## src/rtl/cpu_pkg.sv

```systemverilog
// Shared types for the memory arbiter: FSM states, requester owners and the
// latched memory command.
package cpu_pkg;

    localparam int unsigned DATA_W = 16;
    localparam int unsigned CNT_W  = 4;

    typedef enum logic [1:0] {
        ST_IDLE   = 2'd0,
        ST_ACCESS = 2'd1,
        ST_DONE   = 2'd2
    } state_e;

    typedef enum logic {
        OWN_F = 1'b0,
        OWN_D = 1'b1
    } owner_e;

    typedef struct packed {
        logic              we;
        logic              byte_acc;
        logic [DATA_W-1:0] addr;
        logic [DATA_W-1:0] wdata;
    } mem_cmd_t;

    // Saturating increment used by the starvation counter.
    function automatic logic [CNT_W-1:0] sat_inc(input logic [CNT_W-1:0] v,
                                                 input logic [CNT_W-1:0] lim);
        return (v >= lim) ? lim : CNT_W'(v + 1'b1);
    endfunction

endpackage

```

## src/rtl/arb_prio.sv

```systemverilog
// Fetch/data priority decision: data normally wins, fetch wins once it has
// been passed over STARVE_LIM times in a row.
module arb_prio
    import cpu_pkg::*;
#(
    parameter int unsigned STARVE_LIM = 3
) (
    input  logic             f_req,
    input  logic             d_req,
    input  logic [CNT_W-1:0] starve_cnt,
    output owner_e           winner
);

    always_comb begin
        winner = OWN_D;
        if (f_req && (!d_req || (starve_cnt >= CNT_W'(STARVE_LIM)))) begin
            winner = OWN_F;
        end
    end

endmodule

```

## src/rtl/mem_arbiter.sv

```systemverilog
// Two-requester (fetch/data) single-port memory arbiter with a bounded wait
// per access and anti-starvation for the fetch side.
module mem_arbiter
    import cpu_pkg::*;
#(
    parameter int unsigned STARVE_LIM = 3,
    parameter int unsigned TIMEOUT    = 15
) (
    input  logic              clk,
    input  logic              rst,
    input  logic              f_req,
    input  logic [DATA_W-1:0] f_addr,
    output logic              f_gnt,
    output logic              f_done,
    input  logic              d_req,
    input  logic              d_we,
    input  logic              d_byte,
    input  logic [DATA_W-1:0] d_addr,
    input  logic [DATA_W-1:0] d_wdata,
    output logic              d_gnt,
    output logic              d_done,
    output logic [DATA_W-1:0] rdata,
    output logic              err,
    output logic              mem_en,
    output logic              mem_we,
    output logic              mem_byte,
    output logic [DATA_W-1:0] mem_addr,
    output logic [DATA_W-1:0] mem_wdata,
    input  logic [DATA_W-1:0] mem_rdata,
    input  logic              mem_ready
);

    state_e           state_q;
    owner_e           owner_q;
    logic [CNT_W-1:0] starve_q;
    logic [CNT_W-1:0] starve_d;
    logic [CNT_W-1:0] wait_q;
    owner_e           winner;
    mem_cmd_t         req_cmd;
    logic             timeout_c;
    logic             finish_c;

    arb_prio #(
        .STARVE_LIM (STARVE_LIM)
    ) u_arb_prio (
        .f_req      (f_req),
        .d_req      (d_req),
        .starve_cnt (starve_q),
        .winner     (winner)
    );

    // Command presented by whichever requester wins this cycle.
    always_comb begin
        req_cmd.we       = 1'b0;
        req_cmd.byte_acc = 1'b0;
        req_cmd.addr     = f_addr;
        req_cmd.wdata    = '0;
        if (winner == OWN_D) begin
            req_cmd.we       = d_we;
            req_cmd.byte_acc = d_byte;
            req_cmd.addr     = d_addr;
            req_cmd.wdata    = d_wdata;
        end
    end

    // Starvation count only moves when a grant is actually issued from IDLE.
    always_comb begin
        starve_d = starve_q;
        if (winner == OWN_F) begin
            starve_d = '0;
        end else if (f_req) begin
            starve_d = sat_inc(starve_q, CNT_W'(STARVE_LIM));
        end
    end

    assign timeout_c = (wait_q == CNT_W'(TIMEOUT - 1));
    assign finish_c  = (state_q == ST_ACCESS) && (mem_ready || timeout_c);

    always_ff @(posedge clk or posedge rst) begin
        if (rst) begin
            state_q   <= ST_IDLE;
            owner_q   <= OWN_F;
            starve_q  <= '0;
            wait_q    <= '0;
            f_gnt     <= 1'b0;
            f_done    <= 1'b0;
            d_gnt     <= 1'b0;
            d_done    <= 1'b0;
            rdata     <= '0;
            err       <= 1'b0;
            mem_en    <= 1'b0;
            mem_we    <= 1'b0;
            mem_byte  <= 1'b0;
            mem_addr  <= '0;
            mem_wdata <= '0;
        end else begin
            f_done <= 1'b0;
            d_done <= 1'b0;
            err    <= 1'b0;
            case (state_q)
                ST_IDLE: begin
                    if (f_req || d_req) begin
                        state_q   <= ST_ACCESS;
                        owner_q   <= winner;
                        starve_q  <= starve_d;
                        wait_q    <= '0;
                        f_gnt     <= (winner == OWN_F);
                        d_gnt     <= (winner == OWN_D);
                        mem_en    <= 1'b1;
                        mem_we    <= req_cmd.we;
                        mem_byte  <= req_cmd.byte_acc;
                        mem_addr  <= req_cmd.addr;
                        mem_wdata <= req_cmd.wdata;
                    end
                end
                ST_ACCESS: begin
                    if (finish_c) begin
                        state_q  <= ST_DONE;
                        mem_en   <= 1'b0;
                        mem_we   <= 1'b0;
                        mem_byte <= 1'b0;
                        f_done   <= (owner_q == OWN_F);
                        d_done   <= (owner_q == OWN_D);
                        // A real memory response always beats the timeout.
                        if (mem_ready) begin
                            rdata <= mem_rdata;
                        end else begin
                            rdata <= '0;
                            err   <= 1'b1;
                        end
                    end else begin
                        wait_q <= CNT_W'(wait_q + 1'b1);
                    end
                end
                ST_DONE: begin
                    state_q <= ST_IDLE;
                    f_gnt   <= 1'b0;
                    d_gnt   <= 1'b0;
                end
                default: begin
                    state_q <= ST_IDLE;
                end
            endcase
        end
    end

endmodule

```

## config.mk

```make
export PLATFORM = sky130hd
export DESIGN_NAME = mem_arbiter
export DESIGN_NICKNAME = d
export VERILOG_FILES = /design/src/rtl/cpu_pkg.sv /design/src/rtl/arb_prio.sv /design/src/rtl/mem_arbiter.sv
export SDC_FILE = /design/constraint.sdc
export NUM_CORES = 1
export LEC_CHECK = 0
export BUFFER_PORTS_ARGS = -buffer_cell sky130_fd_sc_hd__buf_2
export CAP_MARGIN = 40
export CORE_ASPECT_RATIO = 1.4
export CORE_MARGIN = 2
export CORE_UTILIZATION = 37
export CTS_CLUSTER_SIZE = 16
export DETAILED_ROUTE_END_ITERATION = 10
export GPL_TIMING_DRIVEN = 1
export PLACE_DENSITY = 0.67
export SETUP_SLACK_MARGIN = 0.3
export SYNTH_ARGS = -nofsm -noshare
export SYNTH_HDL_FRONTEND = slang
export SYNTH_SLANG_ARGS = --single-unit
export TNS_END_PERCENT = 10
```

## constraint.sdc

```tcl
create_clock -name clk -period 3.92 [get_ports clk]
set_clock_uncertainty 0.15 [all_clocks]
set_input_delay 0.196 -clock clk [delete_from_list [all_inputs] [get_ports clk]]
set_output_delay 0.196 -clock clk [all_outputs]
set_load 0.05 [all_outputs]
```

* Word-level counts from Yosys, hierarchy flattened
Cells that the tools add are included. W data, S select, Z words.
Word-level totals: register bits 67, bits of input ports 71, output and inout port bits 56
Cells by class: add/subtract/negate cells 2, $lt $le $gt $ge 1, eq/ne operators 6, multiplexer cells 30, bitwise gates (word level) 1, reduce and logical (&&, ||, !) cells 17
Operators with widths (count):
- $mux W34 | 1
- $mux W4 | 5
- $mux W16 | 1
- $mux W1 | 14
- $pmux W1 S2 | 5
- $reduce_and A3 Y1 | 3
- $add A4 B1 Y4 const B | 2
- $pmux W4 S2 | 1
- $reduce_and A2 Y1 | 4
- $ne A2 B2 Y1 const B | 3
- $reduce_bool A2 Y1 | 3
- $eq A4 B4 Y1 const B | 1
- $ge A4 B2 Y1 const B | 1
- $mux W2 | 2
- $pmux W2 S2 | 1
- $logic_or A1 B1 Y1 | 3
- $eq A2 B1 Y1 const B | 1
- $eq A2 B2 Y1 const B | 1
- $logic_and A1 B1 Y1 | 2
- $logic_not A2 Y1 | 1
- $logic_not A1 Y1 | 1
- $not A1 Y1 | 1

* Logic depth before layout (Yosys ltp)
Gate-level depths: netlist of the first run.
word-level depth 6, depth in mapped cells 6, depth with buffers taken out 5

* By module
Synthesis of the first run repeated with hierarchy kept, for this count alone.
Second synthesis, totals: cells, all modules 265, area total of the unflattened synthesis 2897.8 um^2
Modules (own cells, without submodules):
- mem_arbiter | times used 1, cells each 262, area an instance 2876.5 um^2
- arb_prio | times used 1, cells each 3, area an instance 21.3 um^2

* Worst setup path before layout of the first run
No wires, ideal clock.
kind register to register, start point reg starve_q[0], end point reg mem_addr[15], data arrival time 1.689 ns, setup slack 1.950 ns, stages on the path, launching flop included 7, path buffers 2, path through dfrtp_1 ha_1 or4b_1 buf_2 buf_6 a311oi_1 a2bb2oi_1
Between the ends: longest elaborated chain between the ends 4
RTL lines:
- from (decl) | line mem_arbiter.sv:35 | logic [CNT_W-1:0] starve_q;
- from (signal assigned) | line mem_arbiter.sv:105 | starve_q <= starve_d;
- $ge A4 B2 Y1 | line arb_prio.sv:16 | if (f_req && (!d_req || (starve_cnt >= CNT_W'(STARVE_LIM)))) begin
- $logic_or A1 B1 Y1 | line arb_prio.sv:16
- $logic_and A1 B1 Y1 | line arb_prio.sv:16
- $mux W34 | line mem_arbiter.sv:58 | if (winner == OWN_D) begin
- to (signal assigned) | line mem_arbiter.sv:112 | mem_addr <= req_cmd.addr;
- to (decl) | line mem_arbiter.sv:27 | output logic [DATA_W-1:0] mem_addr,
Every way passes these cells. A chain may end at the register's enable or synchronous reset.

* Worst setup path after layout of the first run
start point reg starve_q[0], end point reg mem_addr[13]
Same word-level chain as after synthesis.

==> results of run 1 <==
[report_power, final]
group	switching, mW	internal (mW)	total, mW
sequential	0.180	0.987	1.17
clock	0.264	0.311	0.575
combinational	1.44	0.562	2.00
total	1.88	1.86	3.74
[through the flow]
stage / power, mW / area [sq um] / setup WS, ns / cells / hold slack (ns)
2_1_floorplan: 2.666 / 2939 / 1.891 / 266 / 0.1124
4_1_cts: 3.751 / 4375 / 1.632 / 540 / 0.01283
5_1_grt: 3.949 / 4375 / 1.443 / 540 / 0.01128
3_3_place_gp: 3.091 / 3626 / 1.695 / 470 / 0.2621
3_5_place_dp: 3.128 / 3654 / 1.645 / 472 / 0.009711
6_report: 3.742 / 4375 / 1.628 / 540 / 0.02641
[worst max path at each step]
stage,startpoint,cells past startpoint,endpoint
5_1_grt,starve_q[0]$_DFFE_PP0P_,5,mem_addr[14]$_DFFE_PP0P_
6_report,starve_q[0]$_DFFE_PP0P_,5,mem_addr[13]$_DFFE_PP0P_
3_5_place_dp,starve_q[0]$_DFFE_PP0P_,5,mem_addr[13]$_DFFE_PP0P_
3_3_place_gp,starve_q[0]$_DFFE_PP0P_,5,mem_addr[11]$_DFFE_PP0P_
4_1_cts,starve_q[0]$_DFFE_PP0P_,5,mem_addr[13]$_DFFE_PP0P_
2_1_floorplan,rst,1,d_done$_DFF_PP0_
[metal layers]
layer	routed length (um)	share of wire, %
met1	3663	42
met2	4358	50
met3	378	4.4
met4	230	2.7
met5	0	0
[placed cells by master (no fill, tap or decap), types with 2 or more instances in the layout]
| master | count |
|---|---|
| a21o_1 | 2 |
| a21oi_1 | 2 |
| a22o_1 | 16 |
| a2bb2oi_1 | 16 |
| a311oi_1 | 16 |
| a32o_1 | 2 |
| and2_1 | 2 |
| buf_2 | 126 |
| buf_4 | 5 |
| clkbuf_8 | 10 |
| clkinv_2 | 2 |
| clkinvlp_4 | 2 |
| dfrtp_1 | 67 |
| dlygate4sd3_1 | 52 |
| ha_1 | 3 |
| inv_1 | 4 |
| inv_2 | 2 |
| nand2_1 | 6 |
| nand2b_1 | 2 |
| nand3_1 | 5 |
| nor2_1 | 5 |
| nor3b_1 | 2 |
| nor4b_1 | 2 |
| o21ai_0 | 40 |
| o21ai_1 | 27 |
| o22a_1 | 2 |
| o311ai_0 | 2 |
[cell type report]
type                       instances  area share, %
timing repair buffer             184          27.62
multi-input combinational        167          26.08
inverter                           6         0.5147
clock inverter                     6          1.458
sequential                        67          38.32
clock buffer                      10          3.146
tap                              100          2.860
[state kept, by name, summed over array words and instances (netlist names)]
name       cells
mem_wdata     16
d_gnt          1
f_done         1
wait_q         4
f_gnt          1
mem_en         1
d_done         1
mem_byte       1
state_q        2
rdata         16
err            1
starve_q       4
mem_we         1
mem_addr      16
owner_q        1
[logic make-up after synthesis]
family          count (synthesis)
compound gates                132
fa+ha+maj                       3
buf+inv                        32
flops                          67
simple gates                   32
[timing repair]
item                                    4_1_cts  5_1_grt
hold buffers                                 52        0
hold endpoints to repair                     94        0
endpoints found under the setup margin        0        0
[worst max-delay path, cell delays in order, from the launching register on]
cell and delay (ns):
dfrtp_1 0.40, ha_1 0.24, nor4b_4 0.75, buf_4 0.36, o21ai_0 0.11, a2bb2oi_1 0.19
[cell usage after synthesis (all sizes together) (3+ instances only)]
cell      n  area [sq um]
a22o     16         140.1
a2bb2oi  16         140.1
a311oi   16         140.1
buf       7         40.03
clkbuf   19         71.32
dfrtp    67          1677
ha        3         37.54
inv       6         22.52
nand2     6         22.52
nand3     5         25.02
nor2      6         25.03
nor4b     3         32.53
o21ai    67         335.3
==> run metrics, run 1 <==
FILL cells 670; sequential element share of the synthesized area ~57%; Tmin final 2.293 ns; row count 38; WS Path Type register to register; syn_area_per_cell 11.05 sq um; overall routed net length approximately 8.6 mm; via count of the first global-routing pass ~2800; Max FO, Critical Path 19; FF+latch count, synth 67; DP HPWL around 5.3 mm; R2R Setup Slk 1.63 ns; vias per std cell between 5 and 6; largest family of logic cells by synthesized area compound AO/OA/AOI/OAI gates; CTS sink count 67; Post-Synth Simple-Gate Area roughly 6.6%; Max Slew Vio Count 0; area growth from synthesis to layout 48.87%; I/O Pins ~130; Clock Tree Root clkbuf_8; via count 2852; hold endpoint mem_addr[7]$_DFFE_PP0P_; GPL Wtd Cong 0.8333; Max-Cap Viols 0; Slew @ Worst Pin 0.8547 ns; Final nets roughly 500; layout cells sized above 1 a little over a third; Mapped Nets 340; Reg-to-Reg End mem_addr[13]$_DFFE_PP0P_; crit start category register; DRT iter0 DRCs 183; required time of the worst setup path around 4.0 ns; Synth async-reset ratio 100.0%; Leakage roughly 2.1 nW; Initial Util a little under two fifths; Slew HR ~43%; RSZ-0062 raised after global routing false; Post-Synth XOR/XNOR Area 0%; clock buffer count from CTS 9; Sum Neg Setup Slack 0 ns; Max clock buf depth 2; multiplexer share of the synthesized area 0%; post-synthesis adder-cell area fraction 1.277%; CTS resizes 0; VDD IR max ~0.53 mV; Tcrit/Tclk final 58.48%; Syn Inst Count approximately 270; Avg WL per Cell 15.98 um; met1 Use GR roughly a quarter; grt ovf 0; status finished, final reports clean; port bufs roughly 130; core area 7750 sq um; hold crit path type primary input to register; Cell Pwr Density between 800 and 900 nW/um^2; Final ANT Viol Nets 0; H-tree levels 3; TritonRoute pass-1 iters 4; worst hold stages 3; Clock Latency Late Sink between 0.3 and 0.4 ns; Yosys cell types 40; area occupied by multi-input gates 1141 sq um; pin count of the biggest net entering global routing between 40 and 50; r2r startpoint starve_q[0]$_DFFE_PP0P_; CTS tree done; Final Util approximately 56%; Critical Path End Type register; Post-synth EDFFs 0; Main synth FF type dfrtp_1; mapped cell area 2939 sq um; final hold viol count 0; Total GRT Usage between 10% and 20%; residual DRC count 0; hold_sp f_addr[7]; synth warn 0; GRT met3 Usage under 10%; first-pass GRT wire length approximately 13 mm; clock-pin slew on the worst setup and hold paths about 0.08 ns; R2R depth 5; busiest grt layer met2; Setup violations, final 0; flip-flop and latch area between 1500 and 2000 sq um; met2 usage between 30 and 40%; WP data arrival around 2.4 ns; post-synthesis compound-gate area fraction between 30 and 40%; Die Width 79.33 um; die height ~110 um; die area slightly below 9000 sq um; setup bufs post-CTS 0; fmax between 400 and 500 MHz; Antenna Cells 0; antenna violations before repair 0
Power figures use the tool's default switching activity.
==> inputs of run 2 (changes only) <==
--- a/config.mk
+++ b/config.mk
@@ -13,7 +13,7 @@
 export CTS_CLUSTER_SIZE = 16
 export DETAILED_ROUTE_END_ITERATION = 10
 export GPL_TIMING_DRIVEN = 1
-export PLACE_DENSITY = 0.67
+export PLACE_DENSITY = 0.69
 export SETUP_SLACK_MARGIN = 0.3
 export SYNTH_ARGS = -nofsm -noshare
 export SYNTH_HDL_FRONTEND = slang
==> constraint.sdc (replaced) <==
create_clock -name clk -period 2.1 [get_ports clk]
set_clock_uncertainty 0.15 [all_clocks]
set_input_delay 0.105 -clock clk [delete_from_list [all_inputs] [get_ports clk]]
set_output_delay 0.105 -clock clk [all_outputs]
set_load 0.05 [all_outputs]
==> run metrics, run 2 (same netlist as run 1, synthesis figures left out) <==
Final ANT Viol Nets 0 (unchanged); Tmin final 1.979 ns (-0.3135 ns); Design Power 7.101 mW (+90%); Setup violations, final 0 (unchanged); Clock Tree Root clkbuf_8; H-tree levels 3 (unchanged); antenna violations before repair 0 (unchanged); Initial Util 37.92% (unchanged); flip-flop and latch area 1677 sq um (unchanged); Cell Pwr Density 1519 nW/um^2 (+78%); VDD IR max 0.8553 mV (+63%); vias per std cell 5.345 (+1.2%); via count of the first global-routing pass 2977 (+7.5%); status finished, final reports clean; area occupied by multi-input gates 1199 sq um (+5.0%); overall routed net length 9.196 mm (+6.6%); Slew HR 57.22% (+14 points); CP top delay family simple AND/OR/NAND/NOR gates; Sum Neg Setup Slack 0 ns (unchanged); layout cells sized above 1 37.34% (+2.1 points); clock buffer count from CTS 9 (unchanged); Tcrit/Tclk final 94.24% (+36 points); row count 38 (unchanged); DP HPWL 5.330 mm (+0.54%); Final nets 535 (+5.1%); CTS tree done; CTS sink count 67 (unchanged); Die Width 79.33 um (unchanged); worst path bufs/invs 1 (unchanged); Max Slew Vio Count 0 (unchanged); required time of the worst setup path 2.16 ns (-1.86 ns); Max clock buf depth 2 (unchanged); hold crit path type primary input to register; Max-Cap Viols 0 (unchanged); DRT iter0 DRCs 275 (+50%); Final Util 60.32% (+3.9 points); RSZ-0062 raised after global routing true; Clock Latency Late Sink 0.34 ns (about the same); crit start category register; Critical Path, Cell by Cell ha_2 -> or4b_4 -> buf_6 -> a311oi_2 -> a2bb2oi_1; GPL Wtd Cong 0.8994 (+7.9%); Max FO, Critical Path 7 (-12); area growth from synthesis to layout 59.05%; clock-pin slew on the worst setup and hold paths 0.07 ns (about the same); WS Path Type register to register; pin count of the biggest net entering global routing 45 (-2.2%); Slew @ Worst Pin 0.6404 ns (-0.2143 ns); WP data arrival 2.03 ns (-0.36 ns); commonest non-fill, non-tap cell in the layout buf_2; core area 7750 sq um (unchanged); Placed Area 3725 sq um (+2.0%); Total GRT Usage 21.51% (+1.7 points); final hold viol count 0 (unchanged); die area 8683 sq um (unchanged); Critical Path End Type register; residual DRC count 0 (unchanged); Avg WL per Cell 16.25 um (+1.7%); TritonRoute pass-1 iters 6 (+2); biggest regs mem_addr x16, mem_wdata x16, rdata x16; Max stage delay cell, worst path or4b_4; most frequent cells in the layout buf_2 (126), dlygate4sd3_1 (68), dfrtp_1 (67), o21ai_0 (40), o21ai_1 (27); I/O Pins 127 (unchanged); grt ovf 0 (unchanged); Leakage 2.192 nW (+5.8%); fin area 4674 sq um (+6.8%); first-pass GRT wire length 14.56 mm (+8.5%); port bufs 126 (unchanged); FILL cells 609 (-9.1%); fmax 505.3 MHz (+16%); die height 109.5 um (unchanged); via count 3025 (+6.1%); CP peak stage delay 0.55 ns (-0.20 ns); Antenna Cells 0 (unchanged)
## run 2: cell type report
cell class,instances,share of cell area [%]
Sequential cell,67,35.87
Timing Repair Buffer,210,31.40
Multi-Input combinational cell,167,25.64
Clock buffer,12,3.319
Tap cell,100,2.677
Inverter,6,0.5621
Clock inverter,4,0.5353
## run 2: path summary, 6_finish.rpt
check,start,endpoint,slack [ns],cells after the start
worst max-delay path,starve_q[1]$_DFFE_PP0P_,mem_addr[9]$_DFFE_PP0P_,0.12,5
worst min-delay path,d_req,f_gnt$_DFFE_PP0P_,0.07,4
worst max register to register,starve_q[1]$_DFFE_PP0P_,mem_addr[9]$_DFFE_PP0P_,0.12,5
worst min register to register,owner_q$_DFFE_PP0P_,f_done$_DFF_PP0_,0.32,1
max in group asynchronous,rst,mem_wdata[3]$_DFFE_PP0P_,0.96,4
min in group asynchronous,rst,mem_addr[14]$_DFFE_PP0P_,0.25,3
## run 2: per-layer routing
metal / share of wire [%] / GRT usage [%] / routed length [um] / vias to the layer above
li1: - / - / - / 1401
met1: 41 / 26.67 / 3728 / 1433
met2: 50 / 34.32 / 4569 / 149
met3: 5.5 / 3.530 / 502 / 42
met4: 4.3 / 14.78 / 394 / 0
met5: 0 / 0 / 0 / -
## run 2: metrics by stage
step / hold WS [ns] / setup WS (ns) / cells
floorplan: 0.02141 / 0.2091 / 266
global placement: 0.07705 / 0.1671 / 478
detailed placement: 0.08738 / 0.05692 / 479
finish: 0.06904 / 0.1210 / 566
CTS: 0.04443 / 0.1803 / 566
global route: 0.06457 / 0.06129 / 566
## run 2: repair_timing
action | 4_1_cts | 5_1_grt
pin swaps | 2 | 0
endpoints found under the hold margin | 82 | 0
hold buffers | 68 | 0
setup endpoints to repair | 38 | 47
cloned | 1 | 0
setup buffers | 2 | 0
resized for setup | 12 | 2
## run 2: tightest hold or removal path, stage by stage
cell     delay [ns]
buf_2          0.15
nor4b_1        0.07
a21oi_1        0.10
o31ai_1        0.07
## run 2: where the power goes
part	total [mW]	internal (mW)	switching, mW
Clock	0.961	0.489	0.472
Combinational	3.95	1.19	2.77
Sequential	2.19	1.84	0.345
==> inputs of run 3 (changes only) <==
--- a/config.mk
+++ b/config.mk
@@ -7,13 +7,15 @@
 export LEC_CHECK = 0
 export BUFFER_PORTS_ARGS = -buffer_cell sky130_fd_sc_hd__buf_2
 export CAP_MARGIN = 40
+export CELL_PAD_IN_SITES_DETAIL_PLACEMENT = 1
+export CELL_PAD_IN_SITES_GLOBAL_PLACEMENT = 1
 export CORE_ASPECT_RATIO = 1.4
 export CORE_MARGIN = 2
-export CORE_UTILIZATION = 37
+export CORE_UTILIZATION = 32
 export CTS_CLUSTER_SIZE = 16
 export DETAILED_ROUTE_END_ITERATION = 10
 export GPL_TIMING_DRIVEN = 1
-export PLACE_DENSITY = 0.69
+export PLACE_DENSITY = 0.78
 export SETUP_SLACK_MARGIN = 0.3
 export SYNTH_ARGS = -nofsm -noshare
 export SYNTH_HDL_FRONTEND = slang
==> run metrics, run 3 (same netlist as run 1, synthesis figures left out) <==
die height 117.4 um (+7.3%); layout cells sized above 1 39.52% (+2.2 points); worst path bufs/invs 1 (unchanged); Sum Neg Setup Slack 0 ns (unchanged); Slew @ Worst Pin 0.5508 ns (-0.08959 ns); Cell Pwr Density 1601 nW/um^2 (+5.4%); status finished, final reports clean; clock-pin slew on the worst setup and hold paths 0.06 ns (about the same); DP HPWL 6.059 mm (+14%); crit start category register; grt ovf 0 (unchanged); area growth from synthesis to layout 64.41%; CP peak stage delay 0.54 ns (about the same); CTS sink count 67 (unchanged); overall routed net length 11.20 mm (+22%); Critical Path End Type register; required time of the worst setup path 2.15 ns (about the same); FILL cells 998 (+64%); antenna violations before repair 1 (+1); via count of the first global-routing pass 3342 (+12%); final hold viol count 0 (unchanged); row count 41 (+7.9%); Slew HR 63.23% (+6.0 points); fin area 4832 sq um (+3.4%); hold crit path type primary input to register; area occupied by multi-input gates 1254 sq um (+4.6%); Avg WL per Cell 19.58 um (+21%); vias per std cell 5.495 (+2.8%); Tcrit/Tclk final 94.00% (-0.24 points); Setup violations, final 0 (unchanged); Final ANT Viol Nets 0 (unchanged); WP data arrival 2.03 ns (about the same); Max clock buf depth 2 (unchanged); Initial Util 32.74% (-5.2 points); RSZ-0062 raised after global routing true; Total GRT Usage 21.82% (+0.31 points); Placed Area 3721 sq um (-0.10%); H-tree levels 3 (unchanged); port bufs 126 (unchanged); most frequent cells in the layout buf_2 (126), dfrtp_1 (67), dlygate4sd3_1 (66), o21ai_0 (40), o21ai_1 (27); flip-flop and latch area 1677 sq um (unchanged); hold_sp f_addr[11]; Leakage 2.249 nW (+2.6%); pin count of the biggest net entering global routing 68 (+51%); Tmin final 1.974 ns (-0.005079 ns); DRT iter0 DRCs 163 (-41%); Final nets 533 (-0.37%); Die Width 85.00 um (+7.1%); Max-Cap Viols 0 (unchanged); biggest regs mem_addr x16, mem_wdata x16, rdata x16; Max Slew Vio Count 0 (unchanged); clock buffer count from CTS 9 (unchanged); CTS tree done; GPL Wtd Cong 0.8442 (-6.1%); VDD IR max 0.9318 mV (+8.9%); fmax 506.6 MHz (+0.26%); residual DRC count 0 (unchanged); CP Launch Point starve_q[1]$_DFFE_PP0P_; Clock Tree Root clkbuf_16; CP top delay family simple AND/OR/NAND/NOR gates; via count 3143 (+3.9%); r2r startpoint starve_q[1]$_DFFE_PP0P_; TritonRoute pass-1 iters 4 (-2); Max FO, Critical Path 8 (+1); Clock Latency Late Sink 0.33 ns (about the same); Max stage delay cell, worst path or4b_4; Critical Path, Cell by Cell ha_2 -> or4b_4 -> clkbuf_16 -> a311oi_2 -> a2bb2oi_1; core area 8977 sq um (+16%); I/O Pins 127 (unchanged); WS Path Type register to register; die area 9978 sq um (+15%); commonest non-fill, non-tap cell in the layout buf_2; first-pass GRT wire length 17.01 mm (+17%)
-- run 3: changes by cell type in the layout (fill, tap and decap cells not counted), moves of 7 or more --
cell | before | now
clkbuf_16 | 0 | 10
clkbuf_8 | 11 | 0
a311oi_1 | 9 | 2
a311oi_2 | 7 | 14
-- run 3: per-stage QoR --
stage / setup slack [ns] / total power [mW] / hold WS (ns) / instances / utilization [%]
global route: 0.08750 / 8.113 / 0.03624 / 572 / 53.83
floorplan: 0.2091 / 4.982 / 0.02141 / 266 / -
finish: 0.1260 / 7.734 / 0.005196 / 572 / 53.83
global placement: 0.1669 / 5.875 / 0.08352 / 486 / 41.45
CTS: 0.1743 / 7.557 / 0.003455 / 567 / 52.36
detailed placement: 0.09373 / 5.967 / 0.08250 / 486 / 41.45
-- run 3: routing by layer --
metal / GRT usage, % / vias to the layer above / routed length [um]
met4: 14.29 / 0 / 694
li1: - / 1405 / -
met3: 4.504 / 44 / 567
met5: 0 / - / 0
met1: 23.36 / 1567 / 4191
met2: 37.89 / 127 / 5747
-- run 3: worst paths after layout --
| path | cells past startpoint | end | slack (ns) |
|---|---|---|---|
| worst max-delay path | 5 | mem_addr[8]$_DFFE_PP0P_ | 0.13 |
| worst min-delay path | 3 | mem_addr[11]$_DFFE_PP0P_ | 0.005 |
| worst max register to register | 5 | mem_addr[8]$_DFFE_PP0P_ | 0.13 |
| worst min register to register | 1 | mem_en$_DFFE_PP0P_ | 0.32 |
| max in group asynchronous | 4 | starve_q[1]$_DFFE_PP0P_ | 1.24 |
| min in group asynchronous | 4 | mem_wdata[4]$_DFFE_PP0P_ | 0.26 |
-- run 3: final cells by class --
class | instances | area share (%)
antenna | 2 | 0.1036
clock buffer | 9 | 4.661
clock inverter | 6 | 1.191
inverter | 6 | 0.5438
multi-input combinational | 167 | 25.95
sequential | 67 | 34.70
tap | 107 | 2.771
timing repair buffer | 208 | 30.09
-- run 3: repair_timing --
| item | CTS | global route |
|---|---|---|
| endpoints found under the setup margin | 20 | 57 |
| resized for setup | 7 | 14 |
| gates cloned | 0 | 1 |
| hold buffers | 66 | 0 |
| setup buffers | 0 | 2 |
| pin swaps | 0 | 1 |
| hold endpoints to repair | 118 | 0 |
-- run 3: power breakdown --
group | switching, mW | internal [mW]
Clock | 0.542 | 0.902
Sequential | 0.378 | 1.85
Combinational | 2.85 | 1.22
Total | 3.76 | 3.97
-- run 3: worst reg2reg max path: stages, from the launching register on --
cell	delay, ns
dfrtp_1	0.38
ha_2	0.19
or4b_4	0.54
clkbuf_16	0.20
a311oi_2	0.26
a2bb2oi_1	0.12
